--- config.mk ---
export PLATFORM = sky130hd
export DESIGN_NAME = shop_flat
export DESIGN_NICKNAME = d
export VERILOG_FILES = /design/src/rtl/shop_if.sv /design/src/rtl/shop.sv /design/src/flat_wrapper.sv
export SDC_FILE = /design/constraint.sdc
export NUM_CORES = 1
export LEC_CHECK = 0
export CAP_MARGIN = 20
export CORE_MARGIN = 10
export CORE_UTILIZATION = 55
export CTS_BUF_LIST = sky130_fd_sc_hd__clkbuf_16
export DETAILED_ROUTE_END_ITERATION = 8
export PLACE_DENSITY_LB_ADDON = 0.12
export SYNTH_ARGS = -nofsm -noshare
export SYNTH_HDL_FRONTEND = slang
export SYNTH_SLANG_ARGS = --single-unit
--- constraint.sdc ---
create_clock -name i_clk -period 11.6 [get_ports i_clk]
set_input_delay 1.74 -clock i_clk [delete_from_list [all_inputs] [get_ports i_clk]]
set_output_delay 1.74 -clock i_clk [all_outputs]
set_load 0.02 [all_outputs]
--- src/rtl/shop_if.sv ---
// Host-to-shop command bus.
//   i_rdy : command strobe; a rising edge launches one command
//   i_u   : user id or item id operand
//   i_a   : right-justified ASCII command word
//   o_a   : right-justified ASCII status word returned by the shop
// master modport is the host side, slave modport is the shop back-end.
interface shop_if #(
  parameter int I_A_NUM_BITS = 56,
  parameter int O_A_NUM_BITS = 72,
  parameter int I_U_NUM_BITS = 4
);
  logic                    i_rdy;
  logic [I_U_NUM_BITS-1:0] i_u;
  logic [I_A_NUM_BITS-1:0] i_a;
  logic [O_A_NUM_BITS-1:0] o_a;

  modport master (output i_rdy, output i_u, output i_a, input o_a);
  modport slave  (input i_rdy, input i_u, input i_a, output o_a);
endinterface

--- src/rtl/shop.sv ---
// Shop back-end command processor: user table, per-item stock counters and
// a single login session. One command executes per rising edge of i_rdy;
// its status word appears on o_a after that clock edge and holds until the
// next command.
// Ports:
//   i_clk   : clock, rising edge
//   i_reset : synchronous, active-low reset
//   bus     : shop_if.slave (i_rdy, i_u, i_a in; o_a out)
// Optional build macro SHOP_STOCK_QUERY_EN adds the "Stock" query command,
// answering "STOCK=nn" to any logged-in user.
module shop #(
  parameter int I_A_NUM_ASCII_CHARS = 7,
  parameter int O_A_NUM_ASCII_CHARS = 9,
  parameter int I_A_NUM_BITS        = I_A_NUM_ASCII_CHARS * 8,
  parameter int O_A_NUM_BITS        = O_A_NUM_ASCII_CHARS * 8,
  parameter int I_U_NUM_BITS        = 4,
  parameter int MAX_USERS           = 5,
  parameter int NUM_ITEMS           = 16,
  parameter int STOCK_BITS          = 4,
  parameter CMD_KEY__LOGOUT         = "Logout",
  parameter CMD_KEY__LOGIN          = "Login",
  parameter CMD_KEY__ADD_USER       = "AddUsr",
  parameter CMD_KEY__DELETE_USER    = "DelUsr",
  parameter CMD_KEY__ADD_ITEM       = "AddItem",
  parameter CMD_KEY__DELETE_ITEM    = "DelItem",
  parameter CMD_KEY__BUY            = "Buy",
  parameter CMD_KEY__NONE           = "NONE"
`ifdef SHOP_STOCK_QUERY_EN
  , parameter CMD_KEY__STOCK        = "Stock"
`endif
) (
  input  logic  i_clk,
  input  logic  i_reset,
  shop_if.slave bus
);

  typedef logic [I_A_NUM_BITS-1:0] cmd_t;
  typedef logic [O_A_NUM_BITS-1:0] msg_t;
  typedef logic [STOCK_BITS-1:0]   cnt_t;

  localparam cmd_t K_LOGOUT = I_A_NUM_BITS'(CMD_KEY__LOGOUT);
  localparam cmd_t K_LOGIN  = I_A_NUM_BITS'(CMD_KEY__LOGIN);
  localparam cmd_t K_ADDUSR = I_A_NUM_BITS'(CMD_KEY__ADD_USER);
  localparam cmd_t K_DELUSR = I_A_NUM_BITS'(CMD_KEY__DELETE_USER);
  localparam cmd_t K_ADDITM = I_A_NUM_BITS'(CMD_KEY__ADD_ITEM);
  localparam cmd_t K_DELITM = I_A_NUM_BITS'(CMD_KEY__DELETE_ITEM);
  localparam cmd_t K_BUY    = I_A_NUM_BITS'(CMD_KEY__BUY);
  // "NONE" is a reserved key with no action, so it falls through to BAD_CMD.
  localparam cmd_t K_NONE   = I_A_NUM_BITS'(CMD_KEY__NONE);
`ifdef SHOP_STOCK_QUERY_EN
  localparam cmd_t K_STOCK  = I_A_NUM_BITS'(CMD_KEY__STOCK);
`endif

  localparam msg_t S_READY    = O_A_NUM_BITS'("READY");
  localparam msg_t S_OK       = O_A_NUM_BITS'("OK");
  localparam msg_t S_BUSY     = O_A_NUM_BITS'("BUSY");
  localparam msg_t S_NO_USER  = O_A_NUM_BITS'("NO_USER");
  localparam msg_t S_NO_LOGIN = O_A_NUM_BITS'("NO_LOGIN");
  localparam msg_t S_DENIED   = O_A_NUM_BITS'("DENIED");
  localparam msg_t S_EXISTS   = O_A_NUM_BITS'("EXISTS");
  localparam msg_t S_NO_ITEM  = O_A_NUM_BITS'("NO_ITEM");
  localparam msg_t S_FULL     = O_A_NUM_BITS'("FULL");
  localparam msg_t S_NO_STOCK = O_A_NUM_BITS'("NO_STOCK");
  localparam msg_t S_BAD_CMD  = O_A_NUM_BITS'("BAD_CMD");

  // Saturating stock counter steps; callers already reject the saturated case.
  function automatic cnt_t stock_inc(input cnt_t c);
    return (c == '1) ? c : c + STOCK_BITS'(1);
  endfunction

  function automatic cnt_t stock_dec(input cnt_t c);
    return (c == '0) ? c : c - STOCK_BITS'(1);
  endfunction

`ifdef SHOP_STOCK_QUERY_EN
  function automatic msg_t stock_msg(input cnt_t c);
    int         n;
    logic [7:0] tens;
    logic [7:0] ones;
    n    = int'(c);
    tens = 8'(48 + (n / 10) % 10);
    ones = 8'(48 + n % 10);
    return O_A_NUM_BITS'({"STOCK=", tens, ones});
  endfunction
`endif

  logic                    rdy_q, rdy_d;
  logic [MAX_USERS-1:0]    valid_q, valid_d;
  logic                    logged_q, logged_d;
  logic [I_U_NUM_BITS-1:0] sess_q, sess_d;
  cnt_t                    stock_q [NUM_ITEMS];
  cnt_t                    stock_d [NUM_ITEMS];
  msg_t                    o_a_q, o_a_d;

  cmd_t cmd;
  int   uid;
  logic fire;
  logic is_admin;
  logic user_on;
  cnt_t cur_stock;
  logic stk_we;
  cnt_t stk_new;
  logic usr_we;
  logic usr_new;

  assign cmd     = bus.i_a;
  assign bus.o_a = o_a_q;

  always_comb begin
    rdy_d   = bus.i_rdy;
    valid_d = valid_q;
    logged_d = logged_q;
    sess_d  = sess_q;
    stock_d = stock_q;
    o_a_d   = o_a_q;
    stk_we  = 1'b0;
    usr_we  = 1'b0;
    usr_new = 1'b0;

    fire     = bus.i_rdy && !rdy_q;
    is_admin = logged_q && (sess_q == '0);
    uid      = int'(bus.i_u);

    // Operand lookups; out-of-range ids read as absent user / empty item.
    user_on = 1'b0;
    for (int k = 0; k < MAX_USERS; k++)
      if (uid == k) user_on = valid_q[k];
    cur_stock = '0;
    for (int k = 0; k < NUM_ITEMS; k++)
      if (uid == k) cur_stock = stock_q[k];
    stk_new = cur_stock;

    if (fire) begin
      if (cmd == K_LOGIN) begin
        if (logged_q) o_a_d = S_BUSY;
        else if (uid < MAX_USERS && user_on) begin
          logged_d = 1'b1;
          sess_d   = bus.i_u;
          o_a_d    = S_OK;
        end else o_a_d = S_NO_USER;
      end else if (cmd == K_LOGOUT) begin
        if (logged_q) begin
          logged_d = 1'b0;
          sess_d   = '0;
          o_a_d    = S_OK;
        end else o_a_d = S_NO_LOGIN;
      end else if (cmd == K_ADDUSR) begin
        if (!is_admin) o_a_d = S_DENIED;
        else if (uid == 0 || uid >= MAX_USERS) o_a_d = S_NO_USER;
        else if (user_on) o_a_d = S_EXISTS;
        else begin
          usr_we  = 1'b1;
          usr_new = 1'b1;
          o_a_d   = S_OK;
        end
      end else if (cmd == K_DELUSR) begin
        // Only admin can reach this and id 0 is refused, so the logged-in
        // user is never deleted.
        if (!is_admin) o_a_d = S_DENIED;
        else if (uid == 0 || uid >= MAX_USERS || !user_on) o_a_d = S_NO_USER;
        else begin
          usr_we = 1'b1;
          o_a_d  = S_OK;
        end
      end else if (cmd == K_ADDITM) begin
        if (!is_admin) o_a_d = S_DENIED;
        else if (uid >= NUM_ITEMS) o_a_d = S_NO_ITEM;
        else if (cur_stock == '1) o_a_d = S_FULL;
        else begin
          stk_we  = 1'b1;
          stk_new = stock_inc(cur_stock);
          o_a_d   = S_OK;
        end
      end else if (cmd == K_DELITM) begin
        if (!is_admin) o_a_d = S_DENIED;
        else if (uid >= NUM_ITEMS) o_a_d = S_NO_ITEM;
        else if (cur_stock == '0) o_a_d = S_NO_STOCK;
        else begin
          stk_we  = 1'b1;
          stk_new = stock_dec(cur_stock);
          o_a_d   = S_OK;
        end
      end else if (cmd == K_BUY) begin
        if (!logged_q || is_admin) o_a_d = S_DENIED;
        else if (uid >= NUM_ITEMS) o_a_d = S_NO_ITEM;
        else if (cur_stock == '0) o_a_d = S_NO_STOCK;
        else begin
          stk_we  = 1'b1;
          stk_new = stock_dec(cur_stock);
          o_a_d   = S_OK;
        end
`ifdef SHOP_STOCK_QUERY_EN
      end else if (cmd == K_STOCK) begin
        if (!logged_q) o_a_d = S_DENIED;
        else if (uid >= NUM_ITEMS) o_a_d = S_NO_ITEM;
        else o_a_d = stock_msg(cur_stock);
`endif
      end else if (cmd == K_NONE) begin
        o_a_d = S_BAD_CMD;
      end else begin
        o_a_d = S_BAD_CMD;
      end
    end

    for (int k = 0; k < MAX_USERS; k++)
      if (usr_we && uid == k) valid_d[k] = usr_new;
    for (int k = 0; k < NUM_ITEMS; k++)
      if (stk_we && uid == k) stock_d[k] = stk_new;
  end

  // State register stage: tables, session and status word update together.
  always_ff @(posedge i_clk) begin
    if (!i_reset) begin
      rdy_q    <= 1'b0;
      valid_q  <= MAX_USERS'(1);
      logged_q <= 1'b0;
      sess_q   <= '0;
      o_a_q    <= S_READY;
      for (int k = 0; k < NUM_ITEMS; k++) stock_q[k] <= '0;
    end else begin
      rdy_q    <= rdy_d;
      valid_q  <= valid_d;
      logged_q <= logged_d;
      sess_q   <= sess_d;
      o_a_q    <= o_a_d;
      stock_q  <= stock_d;
    end
  end

endmodule

--- src/flat_wrapper.sv ---
// flat-port wrapper written by rule: the top's interface ports become plain ports
module shop_flat 
#(
  parameter int I_A_NUM_ASCII_CHARS = 7,
  parameter int O_A_NUM_ASCII_CHARS = 9,
  parameter int I_A_NUM_BITS        = I_A_NUM_ASCII_CHARS * 8,
  parameter int O_A_NUM_BITS        = O_A_NUM_ASCII_CHARS * 8,
  parameter int I_U_NUM_BITS        = 4,
  parameter int MAX_USERS           = 5,
  parameter int NUM_ITEMS           = 16,
  parameter int STOCK_BITS          = 4,
  parameter CMD_KEY__LOGOUT         = "      ",
  parameter CMD_KEY__LOGIN          = "     ",
  parameter CMD_KEY__ADD_USER       = "      ",
  parameter CMD_KEY__DELETE_USER    = "      ",
  parameter CMD_KEY__ADD_ITEM       = "       ",
  parameter CMD_KEY__DELETE_ITEM    = "       ",
  parameter CMD_KEY__BUY            = "   ",
  parameter CMD_KEY__NONE           = "    "

)
  (i_clk, i_reset, bus_i_rdy, bus_i_u, bus_i_a, bus_o_a);
  shop_if #(.I_A_NUM_BITS(I_A_NUM_BITS), .O_A_NUM_BITS(O_A_NUM_BITS), .I_U_NUM_BITS(I_U_NUM_BITS)) bus_i ();
  input  logic i_clk;
  input  logic i_reset;
  input wire logic [$bits(bus_i.i_rdy)-1:0] bus_i_rdy;
  input wire logic [$bits(bus_i.i_u)-1:0] bus_i_u;
  input wire logic [$bits(bus_i.i_a)-1:0] bus_i_a;
  output wire logic [$bits(bus_i.o_a)-1:0] bus_o_a;
  assign bus_i.i_rdy = bus_i_rdy;
  assign bus_i.i_u = bus_i_u;
  assign bus_i.i_a = bus_i_a;
  assign bus_o_a = bus_i.o_a;
  shop #(.I_A_NUM_ASCII_CHARS(I_A_NUM_ASCII_CHARS), .O_A_NUM_ASCII_CHARS(O_A_NUM_ASCII_CHARS), .I_A_NUM_BITS(I_A_NUM_BITS), .O_A_NUM_BITS(O_A_NUM_BITS), .I_U_NUM_BITS(I_U_NUM_BITS), .MAX_USERS(MAX_USERS), .NUM_ITEMS(NUM_ITEMS), .STOCK_BITS(STOCK_BITS), .CMD_KEY__LOGOUT(CMD_KEY__LOGOUT), .CMD_KEY__LOGIN(CMD_KEY__LOGIN), .CMD_KEY__ADD_USER(CMD_KEY__ADD_USER), .CMD_KEY__DELETE_USER(CMD_KEY__DELETE_USER), .CMD_KEY__ADD_ITEM(CMD_KEY__ADD_ITEM), .CMD_KEY__DELETE_ITEM(CMD_KEY__DELETE_ITEM), .CMD_KEY__BUY(CMD_KEY__BUY), .CMD_KEY__NONE(CMD_KEY__NONE)) u_core (.i_clk(i_clk), .i_reset(i_reset), .bus(bus_i));
endmodule
==> flow_summary.toml, run 1 <==
[status]
status = "finished, final reports clean"

[clock_network]
cts_setup_buffers = 0
clk_pin_slew_ns = 0.07
postCtsHoldBufs = 0
clock_latency_ns = 0.35
cts.sinks = 99
clock-root-buffer = "clkbuf_16"
cts-buffers-inserted = 9
cts_tree = "yes"
clockBufferDepth = 2
htreeDepth = 3
cts_resized = 0

[synth]
async_flop_share_pct = 0
yosys.area.top_type = "dfxtp_1"
syn-instance-count = 733
synth.avg_cell_area_um2 = 8.22
synth.distinct_cells = 83
syn_area_um2 = 6030
synth-seq-area-share_pct = 32.9
ys_warn_count = 0
synthFlopType = "dfxtp_1"
synth_enable_flop_cells = 0
netlist_top_cells_area = "dfxtp_1, a21oi_1, buf_4"
ys_ff_latch = 99
yosys.cell_count.top_type = "dfxtp_1"
synthTopCellsByCount = "dfxtp_1, a21oi_1, nand2_1"
synth_top_area_share_pct = 32.9

[grt]
track_usage_pct = 22.8
grt_pass1_vias = 5666
grt_pass1_wl_um = 29800
antenna_found_initial = 0
grt_max_degree = 60
grt.overflow.total = 0

[sta]
fin_crit_sh_pct = 47.8
finalCriticalPeriod_ns = 5.55
finalSetupTns_ns = 0
slew_viol_final = 0
rsz0062_at_grt = "false"
relSlewSlack_pct = 31.3
finalSetupViolCount = 0
worst_pin_slew_ns = 1.03
hold_viol = 0
fin_worst_skew_ns = 0.00772
fmax_mhz = 180

[power]
seqPwrFrac_pct = 44.5
intPower_uw = 566
p_per_area_nw_per_um2 = 110
irDropWorstVdd_v = 0.000122
power_switching_uw = 220
p_clk_share_pct = 38.4
p_comb_share_pct = 17.1
p_sw_share_pct = 28.0
leakage_uw = 0.00241

[drt]
vias = 5949
drc = 0
antenna_left = 0
drt_iter0_drc = 808
dr.pass1.iters = 6
wire_per_inst_um = 19.9
viasPerCell = 6.36
routed_wirelength_um = 18700

[job]
cap_violations = 0

[final_layout]
n_fill_cell = 914
layout.cells.non_filler = 936
multi_input_comb_area_um2 = 3480
syn_to_final_growth_pct = 18.1
n_antenna_cell = 0
layout-drive-gt1-share_pct = 8.04
final_nets = 857
regArea_um2 = 1980

[floorplan]
dieArea_um2 = 15500
rows = 38
core_area_um2 = 10800
die_h_um = 125
die_w_um = 125
ios = 135
initial_core_util_pct = 55.8

[critical_path]
crit_required_ns = 11.84
start_kind = "input pin"
critPathArrivalTime_ns = 5.79
reg2reg_slack_ns = 8.31
crit_path_end_kind = "flip-flop"
critical_path_class = "in -> reg"
r2r_cells = 10
worstReg2RegStart = "u_core.stock_q[49]$_SDFFE_PN0P_"
r2r_end = "u_core.stock_q[27]$_SDFFE_PN0P_"
crit_fanout = 52

[placement]
portBuffers = 105
gp_congestion = 0.942
dp_cells = 918
dpl.hpwl_um = 13600

[hold_path]
min_path_type = "reg -> reg"
hold_path_end = "u_core.bus.o_a[34]$_SDFFE_PN0P_"
min-delay-start = "u_core.bus.o_a[34]$_SDFFE_PN0P_"
min_path_cells = 2
[how the worst max path moves through the flow]
stage	start	end	slack, ns	depth (start not counted)
6_report	bus_i_u[2]	u_core.stock_q[27]$_SDFFE_PN0P_	6.05	11
5_1_grt	bus_i_u[2]	u_core.stock_q[27]$_SDFFE_PN0P_	5.77	11
4_1_cts	bus_i_u[2]	u_core.stock_q[27]$_SDFFE_PN0P_	6.15	11
3_5_place_dp	bus_i_u[2]	u_core.stock_q[27]$_SDFFE_PN0P_	5.78	11
3_3_place_gp	bus_i_u[2]	u_core.stock_q[61]$_SDFFE_PN0P_	5.85	11
2_1_floorplan	bus_i_u[0]	u_core.stock_q[31]$_SDFFE_PN0P_	6.56	17
[layer usage]
| metal | part of all wire (%) | vias up | global-route usage (%) |
|---|---|---|---|
| li1 | - | 2767 | - |
| met1 | 42 | 2785 | 29.0 |
| met2 | 46 | 363 | 35.9 |
| met3 | 9.9 | 34 | 7.45 |
| met4 | 1.8 | 0 | 6.85 |
| met5 | 0 | - | 0 |
[flip-flops by register name, indices dropped and copies added, names as in the netlist]
register and cells:
u_core.logged_q 1, u_core.stock_q 64, u_core.bus.o_a 29, u_core.sess_q 4, u_core.rdy_q 1
[power groups by stage]
stage / Combinational [uW] / Clock [uW] / Sequential, uW
floorplan: 81.0 / 0 / 364
global placement: 130 / 0 / 357
detailed placement: 132 / 0 / 357
CTS: 132 / 304 / 349
global route: 143 / 319 / 350
finish: 135 / 302 / 349
[through the flow]
stage | util, % | instance area, um2 | worst slack (ns) | hold slack, ns | power, uW
after global placement | 62.8 | 6780 | 5.85 | 0.436 | 487
final | 65.9 | 7120 | 6.05 | 0.459 | 786
after global routing | 65.9 | 7120 | 5.77 | 0.477 | 813
after floorplan | - | 6130 | 6.56 | 0.430 | 445
after detailed placement | 62.9 | 6790 | 5.78 | 0.447 | 489
after CTS | 65.6 | 7080 | 6.15 | 0.462 | 785
[area by class of cell]
cell class	count	share of cell area, %
flip-flops and latches	99	27.8
clock buffers	9	3.16
inverters	11	0.580
well taps	140	2.46
multi-input cells	554	48.9
repair buffers	116	16.1
clock inverters	7	0.949
[critical path, cell delays in order]
cell and delay, ns:
clkdlybuf4s50_1 1.15, nand2b_1 0.27, o221ai_1 0.25, nand3_1 0.21, a21oi_1 0.28, ha_1 0.25
inv_1 0.11, a211oi_4 0.44, o22a_4 0.58, nor2_1 0.17, a31o_2 0.29
[cells by family (layout without fill, tap and decap cells)]
group                    Yosys count  after routing  share of synthesized area [%]
multiplexers                      41             41                           7.27
AND/OR/NAND/NOR                  258            258                           23.4
adder cells (fa/ha/maj)            3              3                          0.623
buffers and inverters            107            143                           11.1
AO/OA/AOI/OAI                    223            223                           24.6
other                              2             29                          0.125
flip-flops                        99             99                           32.9
[cells in the final DEF (no fill, tap or decap), types with 4 or more instances in the layout]
master | Yosys | final
a31o_1 | 7 | 7
clkbuf_16 | 0 | 9
buf_4 | 45 | 9
and2_1 | 10 | 10
nand2b_1 | 8 | 8
nor2_1 | 37 | 37
o211ai_1 | 22 | 22
a211oi_1 | 5 | 5
nor4b_1 | 6 | 6
mux2i_1 | 31 | 31
nand4_1 | 7 | 7
nand3_1 | 31 | 31
nor4_1 | 29 | 29
nor3_1 | 19 | 19
and3_1 | 7 | 7
inv_1 | 11 | 11
o21ai_0 | 58 | 58
or3_1 | 10 | 10
nor2b_1 | 9 | 9
conb_1 | 2 | 29
dfxtp_1 | 99 | 99
a31o_2 | 4 | 4
a31oi_1 | 5 | 5
a21oi_1 | 69 | 69
clkdlybuf4s50_1 | 0 | 103
nand2_1 | 65 | 65
mux2_2 | 8 | 8
(Power assumes the default switching activity.)
==> inputs of run 2 (changes only) <==
--- a/config.mk
+++ b/config.mk
@@ -7,7 +7,7 @@
 export LEC_CHECK = 0
 export CAP_MARGIN = 20
 export CORE_MARGIN = 10
-export CORE_UTILIZATION = 55
+export CORE_UTILIZATION = 51
 export CTS_BUF_LIST = sky130_fd_sc_hd__clkbuf_16
 export DETAILED_ROUTE_END_ITERATION = 8
 export PLACE_DENSITY_LB_ADDON = 0.12
==> constraint.sdc (replaced) <==
create_clock -name i_clk -period 5.15 [get_ports i_clk]
set_input_delay 0.7725 -clock i_clk [delete_from_list [all_inputs] [get_ports i_clk]]
set_output_delay 0.7725 -clock i_clk [all_outputs]
set_load 0.02 [all_outputs]
==> run 2 against run 1 <==
Effect of this change: via count is 0.72% higher; sequential cell count stayed put; clock-buffer cell count stayed put; clock skew is 0.0019 ns higher; worst setup slack worse by 5.2 ns; clock power grew to 2.7 times the previous value; sequential share of layout area is 0.53 points lower; cell count is 1.4% higher; global-route usage is 0.27 points higher; largest power group is now the clock network.
==> flow_summary.toml, run 2 (same netlist as run 1, synthesis figures left out) <==
[status]
status = "finished, final reports clean"

[final_layout]
final_nets = 867
mostFrequentLayoutCells = "clkdlybuf4s50_1, dfxtp_1, a21oi_1"
layout-drive-gt1-share_pct = 9.43
n_fill_cell = 999
max_flop_register = "u_core.stock_q"
final_common_cell = "clkdlybuf4s50_1"
largest_register_ffs = 64
n_antenna_cell = 0
syn_to_final_growth_pct = 20.4

[critical_path]
crit_path_end_kind = "flip-flop"
slowest_stage = "clkdlybuf4s50_1"
cp_cell_sequence = "clkdlybuf4s50_1 > buf_4 > nor4b_2 > a2bb2oi_1 > nand4_2 > o22ai_4 > ha_1 > inv_1 > a211oi_4 > o22a_4 > nor2_1 > a31o_2"
crit_fanout = 52
start_kind = "input pin"
critPathArrivalTime_ns = 4.54
max_stage_delay_ns = 0.77
crit_required_ns = 5.40
critical_path_class = "in -> reg"

[sta]
hold_viol = 0
fin_worst_skew_ns = 0.00959
relSlewSlack_pct = 34.0
fmax_mhz = 233
worst_pin_slew_ns = 0.966
slew_viol_final = 0
finalSetupViolCount = 0
rsz0062_at_grt = "false"
finalSetupTns_ns = 0
holdWs_ns = 0.454
fin_crit_sh_pct = 83.2
finalCriticalPeriod_ns = 4.28

[floorplan]
rows = 39
dieArea_um2 = 16600
core_area_um2 = 11500
die_h_um = 129
die_w_um = 129
initial_core_util_pct = 52.3
ios = 135

[hold_path]
min_path_type = "reg -> reg"

[drt]
vias = 5992
wire_per_inst_um = 20.6
dr.pass1.iters = 5
viasPerCell = 6.31
antenna_left = 0
drt_iter0_drc = 811
routed_wirelength_um = 19600
drc = 0

[power]
leakage_uw = 0.00248
irDropWorstVdd_v = 0.000210
p_per_area_nw_per_um2 = 264
p_total_uw = 1910

[grt]
grt_max_degree = 57
grt_pass1_vias = 5828
grt_pass1_wl_um = 30800
antenna_found_initial = 0
busiest_layer = "met2"
track_usage_pct = 23.1
use_met3_pct = 8.21
grt.overflow.total = 0
met2_usage_pct = 35.0
gr-usage-met1_pct = 30.3

[clock_network]
clockBufferDepth = 2
cts_setup_buffers = 0
cts-buffers-inserted = 9
htreeDepth = 3
cts_resized = 0
cts_tree = "yes"
clock_latency_ns = 0.36
postCtsHoldBufs = 0
cts.sinks = 99
clock-root-buffer = "clkbuf_16"
clk_pin_slew_ns = 0.07

[placement]
dpl.hpwl_um = 14500
portBuffers = 105
gp_congestion = 0.971

[job]
cap_violations = 0
## run 2: changes by cell type in the layout (fill, tap and decap cells not counted), moves of 2 or more
cell | previous run | this run
buf_4 | 9 | 19
bufinv_16 | 1 | 3
clkinv_1 | 2 | 0
clkinv_2 | 2 | 0
## run 2: worst paths after layout
| path | cells after the start | start | slack [ns] | to |
|---|---|---|---|---|
| worst max-delay path | 12 | bus_i_u[2] | 0.87 | u_core.stock_q[35]$_SDFFE_PN0P_ |
| worst min-delay path | 2 | u_core.stock_q[10]$_SDFFE_PN0P_ | 0.45 | u_core.stock_q[10]$_SDFFE_PN0P_ |
| worst max register to register | 10 | u_core.stock_q[49]$_SDFFE_PN0P_ | 1.96 | u_core.stock_q[35]$_SDFFE_PN0P_ |
| worst min register to register | 2 | u_core.stock_q[10]$_SDFFE_PN0P_ | 0.45 | u_core.stock_q[10]$_SDFFE_PN0P_ |
## run 2: metrics by stage
step                instances  setup WS [ns]  utilization (%)  instance area [um2]
global route              949          0.567             63.0                 7250
CTS                       949          0.938             63.0                 7250
finish                    949          0.865             63.0                 7250
global placement          932          0.537             59.8                 6880
detailed placement        933          0.543             59.9                 6900
floorplan                 760           1.08                -                 6130
## run 2: worst max-delay path: cells and delay by family
family	cells	cell delay (ns)
buffers and inverters	3	1.24
adder cells (fa/ha/maj)	1	0.23
AO/OA/AOI/OAI	5	1.76
AND/OR/NAND/NOR	3	0.50
## run 2: where the power goes
part	switching, uW	leakage, uW	internal (uW)
logic	187	0.00150	124
clock network	330	0.000171	484
registers	8.61	0.000803	778
total	526	0.00248	1390
## run 2: cell type report
cell class                      count  area (um2)  area share (%)
Inverter                           11        41.3           0.569
Timing Repair Buffer              126        1210            16.7
Sequential cell                    99        1980            27.3
Multi-Input combinational cell    554        3480            47.9
Clock inverter                      7         134            1.85
Tap cell                          143         179            2.47
Clock buffer                        9         225            3.10
## run 2: routing by layer
| metal | up-vias | wire length (um) |
|---|---|---|
| met4 | 0 | 277 |
| li1 | 2782 | - |
| met1 | 2839 | 8500 |
| met3 | 33 | 2140 |
| met5 | - | 0 |
| met2 | 338 | 8670 |
